`src/rtl/mem_stage_pkg.sv`:
```
// Constants shared across the MEM stage: load-op encoding, side-band widths,
// exception array offsets and the forwarding bundle toward ID.
package mem_stage_pkg;

  // One-hot load op bit positions: {ld_w, ld_hu, ld_h, ld_bu, ld_b}
  localparam int LD_OP_W = 5;
  localparam int LD_B    = 0;
  localparam int LD_BU   = 1;
  localparam int LD_H    = 2;
  localparam int LD_HU   = 3;
  localparam int LD_W    = 4;

  localparam int EX_ZIP_W  = 87;
  localparam int TLB_ZIP_W = 10;
  localparam int TLB_EXC_W = 8;

  // ex_zip[7:0] is the exception/ertn flag array; the rest is payload for WB.
  localparam int EX_FLAG_MSB  = 7;
  localparam int EARRAY_ADEF  = 0;
  localparam int EARRAY_INT   = 1;
  localparam int EARRAY_SYS   = 2;
  localparam int EARRAY_BRK   = 3;
  localparam int EARRAY_INE   = 4;
  localparam int EARRAY_ALE   = 5;
  localparam int EARRAY_ERTN  = 6;
  localparam int EARRAY_ADEM  = 7;

  localparam logic [5:0] ECODE_INT = 6'h00;
  localparam logic [5:0] ECODE_ADE = 6'h08;
  localparam logic [5:0] ECODE_ALE = 6'h09;
  localparam logic [5:0] ECODE_SYS = 6'h0B;
  localparam logic [5:0] ECODE_BRK = 6'h0C;
  localparam logic [5:0] ECODE_INE = 6'h0D;

  localparam int TLB_REFETCH_BIT = 0;
  localparam int DROP_CNT_W_DEF  = 2;

  // MSB carries a pending CSR read so ID can stall CSR consumers too.
  typedef struct packed {
    logic        csr_re;
    logic        rf_we;
    logic [4:0]  rf_waddr;
    logic [31:0] rf_wdata;
  } ms_fwd_t;

  function automatic logic is_load(input logic [LD_OP_W-1:0] op);
    return |op;
  endfunction

endpackage

```
`src/rtl/mem_load_align.sv`:
```
// Load data alignment: selects the byte/half lane from the vaddr offset and
// sign- or zero-extends it; words pass through unchanged.
module mem_load_align
  import mem_stage_pkg::*;
(
  input  logic [LD_OP_W-1:0] i_ld_op,
  input  logic [1:0]         i_offset,
  input  logic [31:0]        i_rdata,
  output logic [31:0]        o_wdata
);

  logic [7:0]  w_byte;
  logic [15:0] w_half;

  always_comb begin
    w_byte = i_rdata[7:0];
    case (i_offset)
      2'd0:    w_byte = i_rdata[7:0];
      2'd1:    w_byte = i_rdata[15:8];
      2'd2:    w_byte = i_rdata[23:16];
      default: w_byte = i_rdata[31:24];
    endcase
  end

  assign w_half = i_offset[1] ? i_rdata[31:16] : i_rdata[15:0];

  always_comb begin
    o_wdata = i_rdata;
    if (i_ld_op[LD_B])
      o_wdata = {{24{w_byte[7]}}, w_byte};
    else if (i_ld_op[LD_BU])
      o_wdata = {24'd0, w_byte};
    else if (i_ld_op[LD_H])
      o_wdata = {{16{w_half[15]}}, w_half};
    else if (i_ld_op[LD_HU])
      o_wdata = {16'd0, w_half};
  end

endmodule

```
`src/rtl/mem_stage.sv`:
```
// MEM stage: waits for data-SRAM responses, aligns load data and hands results to WB.
// Responses belonging to flushed requests are swallowed by a small drop counter.
module mem_stage
  import mem_stage_pkg::*;
#(
  parameter int DROP_CNT_W = DROP_CNT_W_DEF
) (
  input  logic                 clk,
  input  logic                 resetn,
  input  logic                 es_to_ms_valid,
  output logic                 ms_allowin,
  input  logic [31:0]          es_pc,
  input  logic [31:0]          es_result,
  input  logic                 es_rf_we,
  input  logic [4:0]           es_rf_waddr,
  input  logic [LD_OP_W-1:0]   es_ld_op,
  input  logic                 es_mem_req,
  input  logic                 es_csr_re,
  input  logic [EX_ZIP_W-1:0]  es_ex_zip,
  input  logic [TLB_ZIP_W-1:0] es_tlb_zip,
  input  logic [TLB_EXC_W-1:0] es_tlb_exc,
  input  logic                 data_sram_data_ok,
  input  logic [31:0]          data_sram_rdata,
  input  logic                 ws_allowin,
  input  logic                 wb_flush,
  output logic                 ms_to_ws_valid,
  output logic [31:0]          ms_pc,
  output logic [31:0]          ms_result,
  output logic [31:0]          ms_rf_wdata,
  output logic                 ms_rf_we,
  output logic [4:0]           ms_rf_waddr,
  output logic                 ms_csr_re,
  output logic [EX_ZIP_W-1:0]  ms_ex_zip,
  output logic [TLB_ZIP_W-1:0] ms2ws_tlb_zip,
  output logic [TLB_EXC_W-1:0] ms2ws_tlb_exc,
  output logic                 ms_ex,
  output logic [38:0]          ms_fwd_zip,
  output logic                 ms_ld_block
);

  localparam logic [DROP_CNT_W-1:0] DROP_ONE = DROP_CNT_W'(1);

  logic                 r_ms_valid;
  logic [31:0]          r_pc;
  logic [31:0]          r_result;
  logic                 r_rf_we;
  logic [4:0]           r_rf_waddr;
  logic [LD_OP_W-1:0]   r_ld_op;
  logic                 r_mem_req;
  logic                 r_csr_re;
  logic [EX_ZIP_W-1:0]  r_ex_zip;
  logic [TLB_ZIP_W-1:0] r_tlb_zip;
  logic [TLB_EXC_W-1:0] r_tlb_exc;
  logic                 r_buf_valid;
  logic [31:0]          r_buf;
  logic [DROP_CNT_W-1:0] r_drop_cnt;

  logic        w_wait_data;
  logic        w_data_hit;
  logic        w_ready_go;
  logic        w_capture;
  logic        w_handoff;
  logic        w_drop_inc;
  logic        w_drop_dec;
  logic [31:0] w_ld_rdata;
  logic [31:0] w_ld_wdata;
  ms_fwd_t     w_fwd;

  // A response only belongs to the current instruction once all stale ones are drained.
  assign w_wait_data    = r_ms_valid & r_mem_req & ~r_buf_valid;
  assign w_data_hit     = data_sram_data_ok & (r_drop_cnt == '0);
  assign w_ready_go     = ~w_wait_data | w_data_hit;
  assign ms_allowin     = ~r_ms_valid | (w_ready_go & ws_allowin);
  assign ms_to_ws_valid = r_ms_valid & w_ready_go & ~wb_flush;
  assign w_capture      = es_to_ms_valid & ms_allowin;
  assign w_handoff      = ms_to_ws_valid & ws_allowin;

  assign w_drop_inc = wb_flush & w_wait_data & ~data_sram_data_ok;
  assign w_drop_dec = data_sram_data_ok & (r_drop_cnt != '0);

  always_ff @(posedge clk) begin
    if (!resetn)
      r_ms_valid <= 1'b0;
    else if (wb_flush)
      r_ms_valid <= 1'b0;
    else if (ms_allowin)
      r_ms_valid <= es_to_ms_valid;
  end

  always_ff @(posedge clk) begin
    if (!resetn) begin
      r_pc       <= '0;
      r_result   <= '0;
      r_rf_we    <= 1'b0;
      r_rf_waddr <= '0;
      r_ld_op    <= '0;
      r_mem_req  <= 1'b0;
      r_csr_re   <= 1'b0;
      r_ex_zip   <= '0;
      r_tlb_zip  <= '0;
      r_tlb_exc  <= '0;
    end else if (w_capture) begin
      r_pc       <= es_pc;
      r_result   <= es_result;
      r_rf_we    <= es_rf_we;
      r_rf_waddr <= es_rf_waddr;
      r_ld_op    <= es_ld_op;
      r_mem_req  <= es_mem_req;
      r_csr_re   <= es_csr_re;
      r_ex_zip   <= es_ex_zip;
      r_tlb_zip  <= es_tlb_zip;
      r_tlb_exc  <= es_tlb_exc;
    end
  end

  // Holds load data that arrived while WB was stalled.
  always_ff @(posedge clk) begin
    if (!resetn) begin
      r_buf_valid <= 1'b0;
      r_buf       <= '0;
    end else if (wb_flush || w_handoff) begin
      r_buf_valid <= 1'b0;
    end else if (w_wait_data && w_data_hit && !ws_allowin) begin
      r_buf_valid <= 1'b1;
      r_buf       <= data_sram_rdata;
    end
  end

  always_ff @(posedge clk) begin
    if (!resetn)
      r_drop_cnt <= '0;
    else if (w_drop_inc && !w_drop_dec)
      r_drop_cnt <= r_drop_cnt + DROP_ONE;
    else if (w_drop_dec && !w_drop_inc)
      r_drop_cnt <= r_drop_cnt - DROP_ONE;
  end

  assign w_ld_rdata = r_buf_valid ? r_buf : data_sram_rdata;

  mem_load_align u_load_align (
    .i_ld_op  (r_ld_op),
    .i_offset (r_result[1:0]),
    .i_rdata  (w_ld_rdata),
    .o_wdata  (w_ld_wdata)
  );

  assign ms_rf_wdata   = is_load(r_ld_op) ? w_ld_wdata : r_result;
  assign ms_pc         = r_pc;
  assign ms_result     = r_result;
  assign ms_rf_we      = r_rf_we;
  assign ms_rf_waddr   = r_rf_waddr;
  assign ms_csr_re     = r_csr_re;
  assign ms_ex_zip     = r_ex_zip;
  assign ms2ws_tlb_zip = r_tlb_zip;
  assign ms2ws_tlb_exc = r_tlb_exc;

  assign ms_ex = r_ms_valid & ((|r_ex_zip[EX_FLAG_MSB:0]) | (|r_tlb_exc) | r_tlb_zip[TLB_REFETCH_BIT]);

  assign ms_ld_block = w_wait_data & is_load(r_ld_op) & ~w_data_hit;

  assign w_fwd.csr_re   = r_csr_re & r_ms_valid;
  assign w_fwd.rf_we    = r_rf_we & r_ms_valid;
  assign w_fwd.rf_waddr = r_rf_waddr;
  assign w_fwd.rf_wdata = ms_rf_wdata;
  assign ms_fwd_zip     = w_fwd;

endmodule

```
`config.mk`:
```
export PLATFORM = sky130hd
export DESIGN_NAME = mem_stage
export DESIGN_NICKNAME = d
export VERILOG_FILES = /design/src/rtl/mem_stage_pkg.sv /design/src/rtl/mem_load_align.sv /design/src/rtl/mem_stage.sv
export SDC_FILE = /design/constraint.sdc
export NUM_CORES = 1
export LEC_CHECK = 0
export BUFFER_PORTS_ARGS = -buffer_cell sky130_fd_sc_hd__buf_2
export CORE_AREA = 2 2 184 186
export DETAILED_ROUTE_END_ITERATION = 16
export DIE_AREA = 0 0 186 188
export HOLD_SLACK_MARGIN = 0.15
export PLACE_DENSITY = 0.68
export SLEW_MARGIN = 20
export SYNTH_ARGS = -nofsm -noshare
export SYNTH_HDL_FRONTEND = slang
export SYNTH_SLANG_ARGS = --single-unit
```
`constraint.sdc`:
```
create_clock -name clk -period 5.76 [get_ports clk]
set_input_delay 0.288 -clock clk [delete_from_list [all_inputs] [get_ports clk]]
set_output_delay 0.288 -clock clk [all_outputs]
set_load 0.1 [all_outputs]
```
==> metrics list <==
- Vias after detailed routing: 10620
- Ports placed on the boundary: 471
- Of the cells placed in the final design, the portion with a size suffix greater than 1 is 29.98%.
* Die height: 188 um
* Maximum fanout along the worst path: 16
* Skew final: 0.009443 ns
- Endpoint arrival time on the critical path: 3.25 ns
- Async set or reset register ratio after synthesis: 0%
- Kind of end point of the critical path: primary output
* Number of failing hold endpoints at the final stage: 0
* Area leader, netlist: sky130_fd_sc_hd__dfxtp_1
- Run status: finished, final reports clean
- Among all flip-flop cells after synthesis, the most frequent one is sky130_fd_sc_hd__dfxtp_1.
- Reported max-cap violation count: 0
- Yosys printed 0 warnings.
* Count of cells along the worst register-to-register path: 5
- CTS built an H-tree with a depth of 1.
- Final HPWL DP: 25630 um
- Across the VDD grid, the largest voltage drop is 0.3526 mV.
- CTS Root Buffer Type: sky130_fd_sc_hd__clkbuf_16
- Number of detailed-route iterations in the first pass: 5
- Traced cell by cell, the critical path runs through mux2_2 > mux4_2 > a211oi_4 > a21oi_1 > buf_2.
- Synth area leaders: sky130_fd_sc_hd__dfxtp_1, sky130_fd_sc_hd__mux2i_1, sky130_fd_sc_hd__nand2_1
- After clock tree synthesis, the clock-pin slew on the worst setup and hold paths is 0.06 ns.
- Overflow left after global routing: 0
* Area of the placeable core: 33110 um2
- Shortest clock period the worst path allows after layout: 3.541 ns
* Core Util, Final: 46.84%
- The detailed router finished its first iteration with 659 violations.
- Cell area after technology mapping: 10140 um2
- Num rows: 67
- In this run, synthesis produced a sequential element count of 218.
- The critical path is of the reg -> out type.
* Slowest CP cell: sky130_fd_sc_hd__a211oi_4
- Headroom to the max-slew limit came out at 32.07%.
* Worst-skew pair later-pin latency: 0.51 ns
* Via count of the first global-routing pass: 10750
- Hold-fix buffers at CTS: 218
- From left edge to right edge, the die measures 186 um.
- The clock passes through at most 3 buffers.
- RSZ-0062 raised after global routing: false
* Most common cell in the synthesized netlist: sky130_fd_sc_hd__nand2_1
* Worst min-delay path class: in -> reg
* Number of different library cells in the post-synthesis netlist: 44
- In the final timing run, aggregate negative setup slack is 0 ns.
* Cts bufs inserted: 25
* Slew at the pin with the worst max-slew slack: 1.017 ns
* Die area: 34970 um2
* Register-to-register setup slack: 2.83 ns
* Final Power: 0.005297 W
* Final setup violating endpoints: 0
- Final nets: 2022
* Post-synth EDFFs: 0
- In the finished design, the share of the clock period the worst path needs comes to 61.48%.
- Pin count of the biggest net entering global routing: 162
* Required time worst endpoint: 5.47 ns
- Wires add up to 37670 um.
- Synthesized netlist net count: 1424
* Postcts setup bufs: 0
- Number of port buffers: 470
- Gates resized during post-CTS repair numbered 0.
- Antenna-violating nets left: 0
- The worst hold path passes through 3 cells.
- Hold Path Origin: es_csr_re
* Num Clock Sinks: 218
* Vias per cell: 4.676
- Starting density of the core: 30.63%
- Remaining DRCs: 0
- Antenna violations before repair: 3
- R2R Path Start: r_ms_valid$_SDFFE_PP0P_
* Gpl congestion: 0.9144
- Total Routing Usage GR: 20.61%
- Power per standard cell area: 341.5 nW/um2
- Global-route wire length before repair: 57530 um
- Slowest cell delay on critical path: 0.67 ns
* Critical Path Start Type: flop
- For this design the static power due to leakage is 7.457 nW.
* Hold worst-path end: ms_csr_re$_SDFFE_PN0P_
* Filler Cell Count: 3100
- The max-slew violation count came to 0.
- Relative to the synthesized area, the layout overhead comes to 52.94%.
- CTS tree: done
- A synthesized cell averages 8.423 um2.
* Sequential element share of the synthesized area: 43.04%
- Synth top cells by count: sky130_fd_sc_hd__nand2_1, sky130_fd_sc_hd__dfxtp_1, sky130_fd_sc_hd__mux2i_1
* Maximum frequency from static timing analysis: 282.4 MHz
- The synthesized design devotes to its leading area cell type 43.04% of total area.
* R2r endpoint: ms_ex_zip[34]$_SDFFE_PN0P_
* Number of standard cells after synthesis: 1204
* Routed WL per cell: 16.60 um
-- cells by family after synthesis --
logic type	share of synthesized area [%]
AOI/OAI and AO/OA	6.959
buffers and inverters	6.502
and+or+nand+nor	20.84
DFF	43.04
muxes	22.66
-- final cells by class --
class,count,area (um2),share of cell area [%]
diodes,4,10.01,0.06454
clock buffers,32,681.9,4.397
clock inverters,11,95.09,0.6131
inverters,1,3.754,0.02420
multi-input cells,859,5144,33.16
flip-flops and latches,218,4365,28.15
well taps,448,560.5,3.614
repair buffers,697,4649,29.98
-- sequential cells by signal, indices dropped and copies added, names as in the netlist --
register	flops
ms2ws_tlb_exc	8
ms2ws_tlb_zip	10
ms_csr_re	1
ms_ex_zip	87
ms_pc	32
ms_result	32
ms_rf_waddr	5
ms_rf_we	1
r_buf	32
r_buf_valid	1
r_drop_cnt	2
r_ld_op	5
r_mem_req	1
r_ms_valid	1
-- worst max-delay path: cells and delay by family (launching register included) --
family	cells	cell delay, ns
AO/OA/AOI/OAI	2	0.88
buffers and inverters	1	0.35
flip-flops	1	0.56
multiplexers	2	0.92
-- worst max-delay path by stage --
| stage | slack, ns | end | from |
|---|---|---|---|
| floorplan | 0.79 | ms_rf_wdata[2] | ms_result[1]$_SDFFE_PN0P_ |
| global placement | 2.89 | ms_fwd_zip[24] | r_buf_valid$_SDFFE_PP0P_ |
| detailed placement | 2.80 | ms_fwd_zip[27] | r_buf_valid$_SDFFE_PP0P_ |
| CTS | 2.23 | ms_fwd_zip[27] | r_buf_valid$_SDFFE_PP0P_ |
| global route | 2.11 | ms_fwd_zip[27] | r_buf_valid$_SDFFE_PP0P_ |
| finish | 2.22 | ms_fwd_zip[27] | r_buf_valid$_SDFFE_PP0P_ |
-- report_power, final --
group / leakage, nW / total [W] / switching [W] / internal (W)
sequential: 1.79 / 0.00166 / 0.0000640 / 0.00159
clock: 0.377 / 0.00153 / 0.000650 / 0.000881
combinational: 5.29 / 0.00211 / 0.00170 / 0.000411
total: 7.46 / 0.00530 / 0.00241 / 0.00288
-- per-layer routing --
layer / share of wire (%) / vias up / global-route usage [%] / wire [um]
met5: 0 / - / 0 / 0
met4: 4.7 / 0 / 9.752 / 1761
met3: 6.4 / 101 / 4.253 / 2414
met2: 48 / 428 / 34.99 / 18220
met1: 41 / 4927 / 24.70 / 15280
li1: - / 5159 / - / -
-- through the flow --
stage                     area, um2  instances  hold slack (ns)  setup WS, ns
after floorplan               10140       1204           0.3875        0.7928
after global placement        12540       2005           0.4382         2.892
after detailed placement      12540       2005           0.4460         2.804
after CTS                     15500       2266           0.1902         2.233
after global routing          15510       2269           0.2044         2.108
final                         15510       2270           0.2122         2.219
-- cell usage in the layout, fill, tap and decap left out, types with 16 or more instances in the layout --
master	synthesis	routed
sky130_fd_sc_hd__mux2i_1	206	206
sky130_fd_sc_hd__nand2_1	456	456
sky130_fd_sc_hd__buf_2	23	469
sky130_fd_sc_hd__dlygate4sd3_1	0	218
sky130_fd_sc_hd__o21ai_0	16	16
sky130_fd_sc_hd__nor2_1	33	33
sky130_fd_sc_hd__a21boi_0	27	27
sky130_fd_sc_hd__a21oi_1	21	21
sky130_fd_sc_hd__clkbuf_16	0	25
sky130_fd_sc_hd__dfxtp_1	218	217
(Power assumes the default switching activity.)
